$ cat config.mk
export PLATFORM = sky130hd
export DESIGN_NAME = key_line_buffer_flat
export DESIGN_NICKNAME = d
export VERILOG_FILES = /design/src/rtl/key_line_buffer_pkg.sv /design/src/rtl/key_line_buffer_if.sv /design/src/rtl/key_line_buffer_ram.sv /design/src/rtl/key_line_buffer.sv /design/src/flat_wrapper.sv
export SDC_FILE = /design/constraint.sdc
export NUM_CORES = 1
export LEC_CHECK = 0
export ABC_AREA = 1
export CAP_MARGIN = 10
export CORE_MARGIN = 5
export CORE_UTILIZATION = 30
export DETAILED_ROUTE_END_ITERATION = 7
export GPL_ROUTABILITY_DRIVEN = 0
export GPL_TIMING_DRIVEN = 0
export HOLD_SLACK_MARGIN = 0.06
export SLEW_MARGIN = 10
export SYNTH_ARGS = -nofsm -noshare
export SYNTH_HDL_FRONTEND = slang
export SYNTH_SLANG_ARGS = --single-unit
$ cat constraint.sdc
create_clock -name CLOCK_50 -period 5 [get_ports CLOCK_50]
set_clock_uncertainty 0.15 [all_clocks]
set_input_delay 1 -clock CLOCK_50 [delete_from_list [all_inputs] [get_ports CLOCK_50]]
set_output_delay 1 -clock CLOCK_50 [all_outputs]
set_load 0.02 [all_outputs]
$ cat src/rtl/key_line_buffer_pkg.sv
// Shared keyboard-path definitions: ASCII constants, line-buffer FSM encoding
// and the default line depth.
package kbd_pkg;

  localparam int unsigned DEFAULT_DEPTH = 32;

  localparam logic [7:0] ASCII_CR   = 8'h0D;
  localparam logic [7:0] ASCII_BS   = 8'h08;
  localparam logic [7:0] ASCII_ZERO = 8'h30;

  localparam logic [0:0] ST_EDIT  = 1'b0;
  localparam logic [0:0] ST_DRAIN = 1'b1;

endpackage

$ cat src/rtl/key_line_buffer_if.sv
// Key-strobe input side and committed-line output stream of the line buffer.
interface key_line_buffer_if #(
  parameter int unsigned DEPTH = kbd_pkg::DEFAULT_DEPTH
);
  localparam int unsigned AW = $clog2(DEPTH);

  logic          key_stb;
  logic [7:0]    key_char;
  logic          key_del;
  logic          key_ret;
  logic          out_valid;
  logic          out_ready;
  logic [7:0]    out_char;
  logic          out_last;
  logic          busy;
  logic [AW:0]   line_count;
  logic [7:0]    last_char;
  logic          overflow;

  modport slave (
    input  key_stb, key_char, key_del, key_ret, out_ready,
    output out_valid, out_char, out_last, busy, line_count, last_char, overflow
  );

  modport master (
    output key_stb, key_char, key_del, key_ret, out_ready,
    input  out_valid, out_char, out_last, busy, line_count, last_char, overflow
  );

endinterface

$ cat src/rtl/key_line_buffer_ram.sv
// DEPTH x 8 character store: one synchronous write port, one asynchronous read port.
module line_ram #(
  parameter int unsigned DEPTH = 32,
  parameter int unsigned AW    = 5
) (
  input  logic          clk_i,
  input  logic          we_i,
  input  logic [AW-1:0] waddr_i,
  input  logic [7:0]    wdata_i,
  input  logic [AW-1:0] raddr_i,
  output logic [7:0]    rdata_o
);

  logic [7:0] mem_q [DEPTH];

  always_ff @(posedge clk_i) begin
    if (we_i) mem_q[waddr_i] <= wdata_i;
  end

  assign rdata_o = mem_q[raddr_i];

endmodule

$ cat src/rtl/key_line_buffer.sv
// Line-editing buffer between the PS/2 decoder and the expression parser:
// collects characters, applies backspace, streams the line out on Enter.
module key_line_buffer
  import kbd_pkg::*;
#(
  parameter int unsigned DEPTH = DEFAULT_DEPTH
) (
  input  logic             CLOCK_50,
  input  logic             resetn,
  key_line_buffer_if.slave bus
);

  localparam int unsigned AW    = $clog2(DEPTH);
  localparam logic [AW:0] FULL  = (AW+1)'(DEPTH);
  localparam logic [AW:0] ONE   = (AW+1)'(1);
  localparam logic [AW:0] TWO   = (AW+1)'(2);

  logic [0:0]    state_q,     state_d;
  logic [AW:0]   count_q,     count_d;
  logic [AW:0]   len_q,       len_d;
  logic [AW-1:0] rd_idx_q,    rd_idx_d;
  logic          out_valid_q, out_valid_d;
  logic [7:0]    out_char_q,  out_char_d;
  logic          out_last_q,  out_last_d;
  logic [7:0]    last_char_q, last_char_d;
  logic          overflow_q,  overflow_d;

  logic          we;
  logic [AW-1:0] rd_addr;
  logic [7:0]    rd_data;
  logic [AW-1:0] next_idx;

  line_ram #(.DEPTH(DEPTH), .AW(AW)) u_ram (
    .clk_i   (CLOCK_50),
    .we_i    (we),
    .waddr_i (count_q[AW-1:0]),
    .wdata_i (bus.key_char),
    .raddr_i (rd_addr),
    .rdata_o (rd_data)
  );

  assign next_idx = rd_idx_q + 1'b1;

  // Single read port: output registers are loaded with the character for the
  // coming cycle, so the address looks one step ahead of the state.
  always_comb begin
    if (state_q == ST_DRAIN)  rd_addr = next_idx;
    else if (bus.key_ret)     rd_addr = '0;
    else                      rd_addr = AW'(count_q - TWO);
  end

  always_comb begin
    state_d     = state_q;
    count_d     = count_q;
    len_d       = len_q;
    rd_idx_d    = rd_idx_q;
    out_valid_d = out_valid_q;
    out_char_d  = out_char_q;
    out_last_d  = out_last_q;
    last_char_d = last_char_q;
    overflow_d  = 1'b0;
    we          = 1'b0;
    case (state_q)
      ST_EDIT: begin
        if (bus.key_ret) begin
          if (count_q != '0) begin
            state_d     = ST_DRAIN;
            len_d       = count_q;
            rd_idx_d    = '0;
            out_valid_d = 1'b1;
            out_char_d  = rd_data;
            out_last_d  = (count_q == ONE);
          end
        end else if (bus.key_del) begin
          if (count_q != '0) begin
            count_d     = count_q - ONE;
            last_char_d = (count_q == ONE) ? '0 : rd_data;
          end
        end else if (bus.key_stb) begin
          if (count_q != FULL) begin
            we          = 1'b1;
            count_d     = count_q + ONE;
            last_char_d = bus.key_char;
          end else begin
            overflow_d  = 1'b1;
          end
        end
      end
      default: begin
        if (bus.out_ready) begin
          if (out_last_q) begin
            state_d     = ST_EDIT;
            count_d     = '0;
            last_char_d = '0;
            rd_idx_d    = '0;
            out_valid_d = 1'b0;
            out_char_d  = '0;
            out_last_d  = 1'b0;
          end else begin
            rd_idx_d    = next_idx;
            out_char_d  = rd_data;
            out_last_d  = ({1'b0, next_idx} == (len_q - ONE));
          end
        end
      end
    endcase
  end

  always_ff @(posedge CLOCK_50 or negedge resetn) begin
    if (!resetn) begin
      state_q     <= ST_EDIT;
      count_q     <= '0;
      len_q       <= '0;
      rd_idx_q    <= '0;
      out_valid_q <= 1'b0;
      out_char_q  <= '0;
      out_last_q  <= 1'b0;
      last_char_q <= '0;
      overflow_q  <= 1'b0;
    end else begin
      state_q     <= state_d;
      count_q     <= count_d;
      len_q       <= len_d;
      rd_idx_q    <= rd_idx_d;
      out_valid_q <= out_valid_d;
      out_char_q  <= out_char_d;
      out_last_q  <= out_last_d;
      last_char_q <= last_char_d;
      overflow_q  <= overflow_d;
    end
  end

  assign bus.out_valid  = out_valid_q;
  assign bus.out_char   = out_char_q;
  assign bus.out_last   = out_last_q;
  assign bus.busy       = (state_q == ST_DRAIN);
  assign bus.line_count = count_q;
  assign bus.last_char  = last_char_q;
  assign bus.overflow   = overflow_q;

endmodule

$ cat src/flat_wrapper.sv
// flat-port wrapper written by rule: the top's interface ports become plain ports
module key_line_buffer_flat import kbd_pkg::*;
#(
  parameter int unsigned DEPTH = DEFAULT_DEPTH
)
  (CLOCK_50, resetn, bus_key_stb, bus_key_char, bus_key_del, bus_key_ret, bus_out_ready, bus_out_valid, bus_out_char, bus_out_last, bus_busy, bus_line_count, bus_last_char, bus_overflow);
  key_line_buffer_if #(.DEPTH(DEPTH)) bus_i ();
  input  logic CLOCK_50;
  input  logic resetn;
  input wire logic [$bits(bus_i.key_stb)-1:0] bus_key_stb;
  input wire logic [$bits(bus_i.key_char)-1:0] bus_key_char;
  input wire logic [$bits(bus_i.key_del)-1:0] bus_key_del;
  input wire logic [$bits(bus_i.key_ret)-1:0] bus_key_ret;
  input wire logic [$bits(bus_i.out_ready)-1:0] bus_out_ready;
  output wire logic [$bits(bus_i.out_valid)-1:0] bus_out_valid;
  output wire logic [$bits(bus_i.out_char)-1:0] bus_out_char;
  output wire logic [$bits(bus_i.out_last)-1:0] bus_out_last;
  output wire logic [$bits(bus_i.busy)-1:0] bus_busy;
  output wire logic [$bits(bus_i.line_count)-1:0] bus_line_count;
  output wire logic [$bits(bus_i.last_char)-1:0] bus_last_char;
  output wire logic [$bits(bus_i.overflow)-1:0] bus_overflow;
  assign bus_i.key_stb = bus_key_stb;
  assign bus_i.key_char = bus_key_char;
  assign bus_i.key_del = bus_key_del;
  assign bus_i.key_ret = bus_key_ret;
  assign bus_i.out_ready = bus_out_ready;
  assign bus_out_valid = bus_i.out_valid;
  assign bus_out_char = bus_i.out_char;
  assign bus_out_last = bus_i.out_last;
  assign bus_busy = bus_i.busy;
  assign bus_line_count = bus_i.line_count;
  assign bus_last_char = bus_i.last_char;
  assign bus_overflow = bus_i.overflow;
  key_line_buffer #(.DEPTH(DEPTH)) u_core (.CLOCK_50(CLOCK_50), .resetn(resetn), .bus(bus_i));
endmodule
==> metrics list, run 1 <==
* Final HPWL from detailed placement: 22900 um
- Per-instance average area after synthesis: 11.1 um2
- First-pass GRT wire length: 51300 um
* Root Buffer: sky130_fd_sc_hd__clkbuf_16
- Once layout is complete, the utilization of the core stands at 0.349.
* Design area: 14700 um2
- 0 antenna diodes ended up in the layout.
- The synthesized design contains 256 enable-type register cells.
* Final setup violating endpoints: 0
- In the final layout, the share of cells above drive strength 1 is 0.106.
- VDD sags by at most 373 uV.
* Crit-path leading delay family: simple AND/OR/NAND/NOR gates
- Across the run, the number of max-cap violations was 0.
* Initial core utilization: 0.303
- Most frequent cells in the layout: 327 x sky130_fd_sc_hd__nand3_1, 295 x sky130_fd_sc_hd__nand2_1, 256 x sky130_fd_sc_hd__edfxtp_1, 48 x sky130_fd_sc_hd__nor2_1, 45 x sky130_fd_sc_hd__buf_2
- Vias post-DR: 8907
- Wire length reported by the detailed router: 33700 um
- Critical Path End Type: flip-flop
* Req. time, crit path: 5.04 ns
- Height of the die: 216 um
- Setup slack of the worst register-to-register path: 1.90 ns
- Part of the cycle the worst path needs: 0.619
- Post-CTS timing repair inserted 0 buffers for setup.
* Quantity of hold-fixing buffers added after cts: 0
- Number of global-route vias before repair: 8578
* Final ANT Viol Nets: 0
* Number of core rows: 75
- The worst pin sits at a relative slew slack of 0.430.
- Clock-pin slew on the worst setup and hold paths: 0.06 ns
* Setup CP Type: flip-flop to flip-flop
* Synthesis Warnings: 0
- The final count of hold timing violations is 0.
- CP Buf/Inv Count: 2
- Walking the worst path, the cells encountered are inv_1 > ha_1 > nand3_1 > nand4_1 > inv_1 > nand2_1 > nor2_1.
- Data arrives at the worst endpoint at 3.13 ns.
- In this design, the critical path's most frequently occurring cell is sky130_fd_sc_hd__inv_1.
- After detailed placement, the total cell area comes to 13700 um2.
- For this design the ratio of total power to cell area is 706 nW/um2.
* Most frequent standard cell in the layout excluding fill and tap cells: sky130_fd_sc_hd__nand3_1
- After synthesis the netlist holds a flip-flop and latch count of 293.
- Num CTS Buffers: 28
- Io pins: 40
- After the last flow step, the layout net total stands at 1232.
* Pin count of the biggest net entering global routing: 34
- Register-to-Register Path Depth: 7
- Derived from the worst setup path, the maximum achievable clock frequency is 323 MHz.
* Count of mapped cells out of synthesis: 1139
* Routed length per instance: 19.0 um
- In this run the deepest clock path goes through 3 buffers.
- The endpoint identified for the worst register-to-register timing path is u_core.u_ram.mem_q[27][2]$_DFFE_PP_.
- TritonCTS clock tree: done
* RSZ-0062 raised after global routing: no
- Relative to the synthesized area, the layout overhead comes to 15.4%.
- Mapped Area: 12700 um2
- Area of the die: 46500 um2
- Port Buffers: 38
* Max-slew violation count: 0
- Counting I/O delays and the setup requirement, the final critical path takes 3.10 ns.
- The worst register-to-register path begins at u_core.bus.line_count[1]$_DFFE_PN0P_.
* Number of distinct library cells after synthesis: 37
* Delay contributed by the slowest stage of the critical path: 0.71 ns
* Die Width: 216 um
* Critical path depth in cells: 7
* Count of instances resized after the clock tree is built: 0
- Class of the worst hold path: input pin to asynchronous set/reset pin
- Clock Sinks: 293
- The share of the Yosys chip area taken by registers is 0.678.
* Critical-path top delay cell: sky130_fd_sc_hd__nor2_1
* Sum of negative setup slack: 0 ns
* Slew of the pin with the lowest slew margin: 0.856 ns
- Hold is met by 0.135 ns.
* Area of the core region: 41900 um2
- Type of element launching the critical path: flip-flop
- The initial antenna violation count is 1.
- Status: finished clean
* Leftover overflow at the end of global routing: 0
- For this block, the initial DRC count from the detailed router was 890.
- Post-route DRC violation count: 0
* Leakage power: 5.38 nW
- Maximum fanout count along the critical path: 9
- Share of flip-flops with an asynchronous set or reset after synthesis: 0.126
* Clock latency at the later pin of the worst-skew pair: 0.56 ns
- Prevailing post-synth register cell: sky130_fd_sc_hd__edfxtp_1
- H-tree levels: 1
* Synthesized Nets: 1163
- For this run, the total global-route usage over all layers was measured as 0.141.
* Vias per Instance: 5.04
* DR pass1 iterations: 5
[metrics by stage]
step,power [W],std cells,setup slack [ns]
2_1_floorplan,0.00643,1139,2.43
3_3_place_gp,0.00813,1716,1.43
3_5_place_dp,0.00819,1717,1.38
4_1_cts,0.0103,1769,1.92
5_1_grt,0.0110,1769,1.77
6_report,0.0103,1769,1.90
[layout make-up]
| type | count | area (um2) |
|---|---|---|
| Inverter | 34 | 133 |
| Clock buffer | 37 | 776 |
| Buffer | 61 | 383 |
| Tap cell | 539 | 674 |
| Clock inverter | 15 | 153 |
| Multi-Input combinational cell | 751 | 3570 |
| Sequential cell | 293 | 8610 |
| Fill cell | 4075 | 27300 |
| Timing Repair Buffer | 39 | 355 |
[registers in the layout (all words and copies together) (netlist names)]
name                   flops
u_core.bus.busy            1
u_core.bus.line_count      6
u_core.bus.out_last        1
u_core.u_ram.mem_q       256
u_core.len_q               6
u_core.bus.out_char        8
u_core.bus.last_char       8
u_core.rd_idx_q            5
u_core.bus.overflow        1
u_core.bus.out_valid       1
[per-layer routing]
layer	up-vias	routed length (um)	GRT usage
li1	4156	-	-
met1	4372	14200	0.186
met2	313	16500	0.241
met3	64	2020	0.0200
met4	2	981	0.0459
met5	-	7	0
[cells by family after synthesis]
kind of cell,synth area share
compound gates,0.0203
flops,0.678
fa+ha+maj,0.00986
simple gates,0.241
xor+xnor,0.00897
mux,0.000887
buf+inv,0.0406
[worst max-delay path by stage]
stage                                    startpoint                                   to  slack (ns)
3_3_place_gp                            bus_key_ret  u_core.u_ram.mem_q[17][2]$_DFFE_PP_        1.43
2_1_floorplan                           bus_key_del   u_core.u_ram.mem_q[0][0]$_DFFE_PP_        2.43
5_1_grt        u_core.bus.line_count[1]$_DFFE_PN0P_  u_core.u_ram.mem_q[24][1]$_DFFE_PP_        1.77
6_report       u_core.bus.line_count[1]$_DFFE_PN0P_  u_core.u_ram.mem_q[27][2]$_DFFE_PP_        1.90
3_5_place_dp                            bus_key_ret  u_core.u_ram.mem_q[25][6]$_DFFE_PP_        1.38
4_1_cts        u_core.bus.line_count[1]$_DFFE_PN0P_   u_core.u_ram.mem_q[0][5]$_DFFE_PP_        1.92
[synth_stat cells, types with 2 or more instances]
cell / instances / area share
sky130_fd_sc_hd__nand2_1: 295 / 0.087
sky130_fd_sc_hd__clkbuf_1: 5 / 0.0015
sky130_fd_sc_hd__o21ai_0: 5 / 0.0020
sky130_fd_sc_hd__nand3_1: 327 / 0.13
sky130_fd_sc_hd__o22ai_1: 6 / 0.0030
sky130_fd_sc_hd__buf_6: 9 / 0.0080
sky130_fd_sc_hd__o21ai_1: 16 / 0.0063
sky130_fd_sc_hd__dfrtp_1: 37 / 0.073
sky130_fd_sc_hd__ha_1: 10 / 0.0099
sky130_fd_sc_hd__nor2_1: 48 / 0.014
sky130_fd_sc_hd__a21oi_1: 6 / 0.0024
sky130_fd_sc_hd__inv_4: 2 / 0.00099
sky130_fd_sc_hd__nor2_4: 2 / 0.0018
sky130_fd_sc_hd__buf_2: 36 / 0.014
sky130_fd_sc_hd__edfxtp_1: 256 / 0.61
sky130_fd_sc_hd__inv_2: 3 / 0.00089
sky130_fd_sc_hd__buf_4: 11 / 0.0065
sky130_fd_sc_hd__nand2_2: 3 / 0.0015
sky130_fd_sc_hd__nand2_4: 2 / 0.0018
sky130_fd_sc_hd__inv_1: 29 / 0.0086
sky130_fd_sc_hd__xnor2_1: 4 / 0.0028
sky130_fd_sc_hd__nor2_2: 3 / 0.0015
sky130_fd_sc_hd__nand4_1: 2 / 0.00099
sky130_fd_sc_hd__xor2_1: 9 / 0.0062
[where the power goes]
part	internal, W	switching (W)
registers	0.00279	0.000112
logic	0.00173	0.00357
clock network	0.00124	0.000898
No activity file was read; power rests on OpenSTA's default activity.
==> run 2, diff against run 1 <==
clock period = 2.6 ns   (was 5 ns; I/O delays follow)
==> metrics list, run 2 (same netlist as run 1, synthesis figures left out) <==
* Clock-pin slew on the worst setup and hold paths: 0.06 ns (about the same)
- Setup slack of the worst register-to-register path: 0.03 ns (-1.88 ns)
* Critical Path End Type: flip-flop
* First-pass GRT wire length: 51900 um (+1.0%)
* Startpoint of the worst-slack reg-to-reg timing path: u_core.rd_idx_q[0]$_DFFE_PN0P_
* Design area: 15200 um2 (+3.6%)
- The root buffer cell chosen for the clock tree is sky130_fd_sc_hd__clkbuf_16.
- The net count reported at finish was 1249 (+1.4%).
* Req. time, crit path: 2.89 ns (-2.15 ns)
* Pin count of the biggest net entering global routing: 34 (unchanged)
- The initial core utilization came to 0.303 (unchanged).
- In the layout the commonest cells are 327 x sky130_fd_sc_hd__nand3_1, 287 x sky130_fd_sc_hd__nand2_1, 256 x sky130_fd_sc_hd__edfxtp_1, 34 x sky130_fd_sc_hd__nor2_4.
* Tightest slew margin relative to the limit: 0.438 (+0.00804)
- PD cells: 1360 nW/um2 (+92%)
- The total buffers and inverters traversed by the critical path came to 2 (unchanged).
- The standby leakage power came to 5.53 nW (+2.8%).
- Vias post-DR: 9013 (+1.2%)
* GR Layer Usage met2: 0.242 (+0.00137)
- The height of the die is 216 um (unchanged).
- Area of the die: 46500 um2 (unchanged)
- Register containing the most flip-flops in the final layout: u_core.u_ram.mem_q
- The later-pin clock latency in the skew report was 0.56 ns (about the same).
- The worst-margin pin slew came to 0.844 ns (-0.0121 ns).
* Num CTS Buffers: 28 (unchanged)
- Most prevalent standard cell on the critical path: sky130_fd_sc_hd__nand2_1
- DR pass1 iterations: 5 (unchanged)
- Number of buffers on the longest clock path: 3 (unchanged)
- On the critical path, the stage with the largest delay is an instance of sky130_fd_sc_hd__dfrtp_2.
* Final hold violation count: 0 (unchanged)
- The remaining global-route overflow was 0 (unchanged).
* GR Util met3: 0.0188 (-0.00126)
* RSZ-0062 raised after global routing: yes
* Highest attainable clock frequency: 388 MHz (+20%)
* Final setup violating endpoints: 0 (unchanged)
- The global routing stage identified its most utilized layer as met2.
- The global routing met1 resource utilization was 0.189 (+0.00253).
- The worst stage delay on the critical path is 0.45 ns (-0.26 ns).
* Die Width: 216 um (unchanged)
- Most frequent standard cell in the layout excluding fill and tap cells: sky130_fd_sc_hd__nand3_1
- The total wire length is 34200 um (+1.6%).
- Iter 0 DRT Violations: 861 (-3.3%)
* Post-layout min period: 2.57 ns (-0.522 ns)
- The overall global routing resource usage was 0.143 (+0.00132).
* Status: finished clean
* Max-capacitance violation count: 0 (unchanged)
- Port Buffers: 38 (unchanged)
* Final HPWL from detailed placement: 22900 um (unchanged)
- Initial antenna violation count: 1 (unchanged)
- TritonCTS clock tree: done
- Largest voltage drop on the vdd net: 718 uV (+93%)
- The number of nets still failing antenna checks after routing was 0 (unchanged).
- Clock Sinks: 293 (unchanged)
- Ordered cell list for the critical path: ha_4 > nand2_2 > a21boi_2 > buf_6 > buf_4 > nand3_1 > nand3_1 > nand3_1 > nand3_1 > nand2_1 > nand2_1 > nand2_1 > nand2_1 > nand2_1
- Area of the core region: 41900 um2 (unchanged)
- Compared with the post-synthesis result, the final layout area differs by 19.6%.
- The maximum net fanout on the critical path is 10 (+1).
- The I/O pin total is 40 (unchanged).
- H-tree levels: 1 (unchanged)
* Arrival time of data at the critical path endpoint: 2.87 ns (-0.26 ns)
- The final number of max-transition violations was 0 (unchanged).
* Crit path from: u_core.rd_idx_q[0]$_DFFE_PN0P_
- Number of global-route vias before repair: 8682 (+1.2%)
- Crit-path leading delay family: simple AND/OR/NAND/NOR gates
* Setup CP Type: flip-flop to flip-flop
- Endpoint of the worst-slack reg-to-reg timing path: u_core.bus.last_char[0]$_DFFE_PN0P_
- The remaining design rule violation count was 0 (unchanged).
- Fraction of layout cells with a size suffix above 1: 0.157 (+0.0515)
- Post-layout utilization of the core: 0.362 (+0.0126)
- The depth of the most critical reg-to-reg path is 14 (+7).
- Post-DP Area: 13700 um2 (unchanged)
- Number of antenna diodes: 0 (unchanged)
- In this run the worst hold path is classified as input pin to asynchronous set/reset pin.
- Max reg flops: 256 (unchanged)
* Part of the cycle the worst path needs: 0.990 (+0.371)
* Routed length per instance: 19.2 um (+0.67%)
* Vias per Instance: 5.05 (+0.23%)
- The number of placement rows is 75 (unchanged).
- Type of element launching the critical path: flip-flop
## run 2: cell types whose count changed in the layout (fill, tap and decap cells not counted), moves of 8 or more
cell                       change
sky130_fd_sc_hd__buf_2        -12
sky130_fd_sc_hd__buf_4        +14
sky130_fd_sc_hd__clkbuf_4      +8
sky130_fd_sc_hd__nand2_1       -8
sky130_fd_sc_hd__nor2_1       -32
sky130_fd_sc_hd__nor2_4       +32
## run 2: area by class of cell
cell class,instances,area [um2]
sequential,293,8620
multi-input combinational,752,3900
tap,539,674
fill,4010,26800
inverter,34,143
clock inverter,15,153
clock buffer,37,776
buffer,61,429
timing repair buffer,55,490
## run 2: worst max path at each step
stage | to | cells after the start
after detailed placement | u_core.u_ram.mem_q[25][6]$_DFFE_PP_ | 6
final | u_core.bus.last_char[0]$_DFFE_PN0P_ | 14
after CTS | u_core.u_ram.mem_q[0][5]$_DFFE_PP_ | 7
after global routing | u_core.bus.last_char[5]$_DFFE_PN0P_ | 14
after floorplan | u_core.u_ram.mem_q[0][0]$_DFFE_PP_ | 7
after global placement | u_core.u_ram.mem_q[17][2]$_DFFE_PP_ | 6
## run 2: power by group
part | internal (W) | leakage (nW) | switching [W]
sequential | 0.00537 | 2.77 | 0.000203
clock | 0.00239 | 0.449 | 0.00174
combinational | 0.00374 | 2.31 | 0.00714
## run 2: routing by layer
metal / vias to the layer above / share of wire
met4: 2 / 0.030
met2: 326 / 0.49
met1: 4406 / 0.41
li1: 4211 / -
met3: 68 / 0.071
met5: - / 0.00020
## run 2: what timing repair did
action	4_1_cts	5_1_grt
hold endpoints to repair	37	0
pin swaps	1	3
buffers inserted	10	5
gates cloned	0	1
endpoints found under the setup margin	275	284
gates resized for setup	79	29
hold buffers	1	0
## run 2: through the flow
stage                     TNS, ns  cells  power (W)  worst slack, ns  hold slack [ns]
after global routing       -0.100   1786     0.0219          -0.0509            0.214
after floorplan                 0   1139     0.0124            0.253           0.0744
after CTS                  -10.05   1780     0.0202          -0.0717            0.188
after global placement    -129.98   1716     0.0156           -0.495            0.321
after detailed placement  -127.16   1717     0.0158           -0.536            0.223
final                           0   1786     0.0206           0.0256            0.192
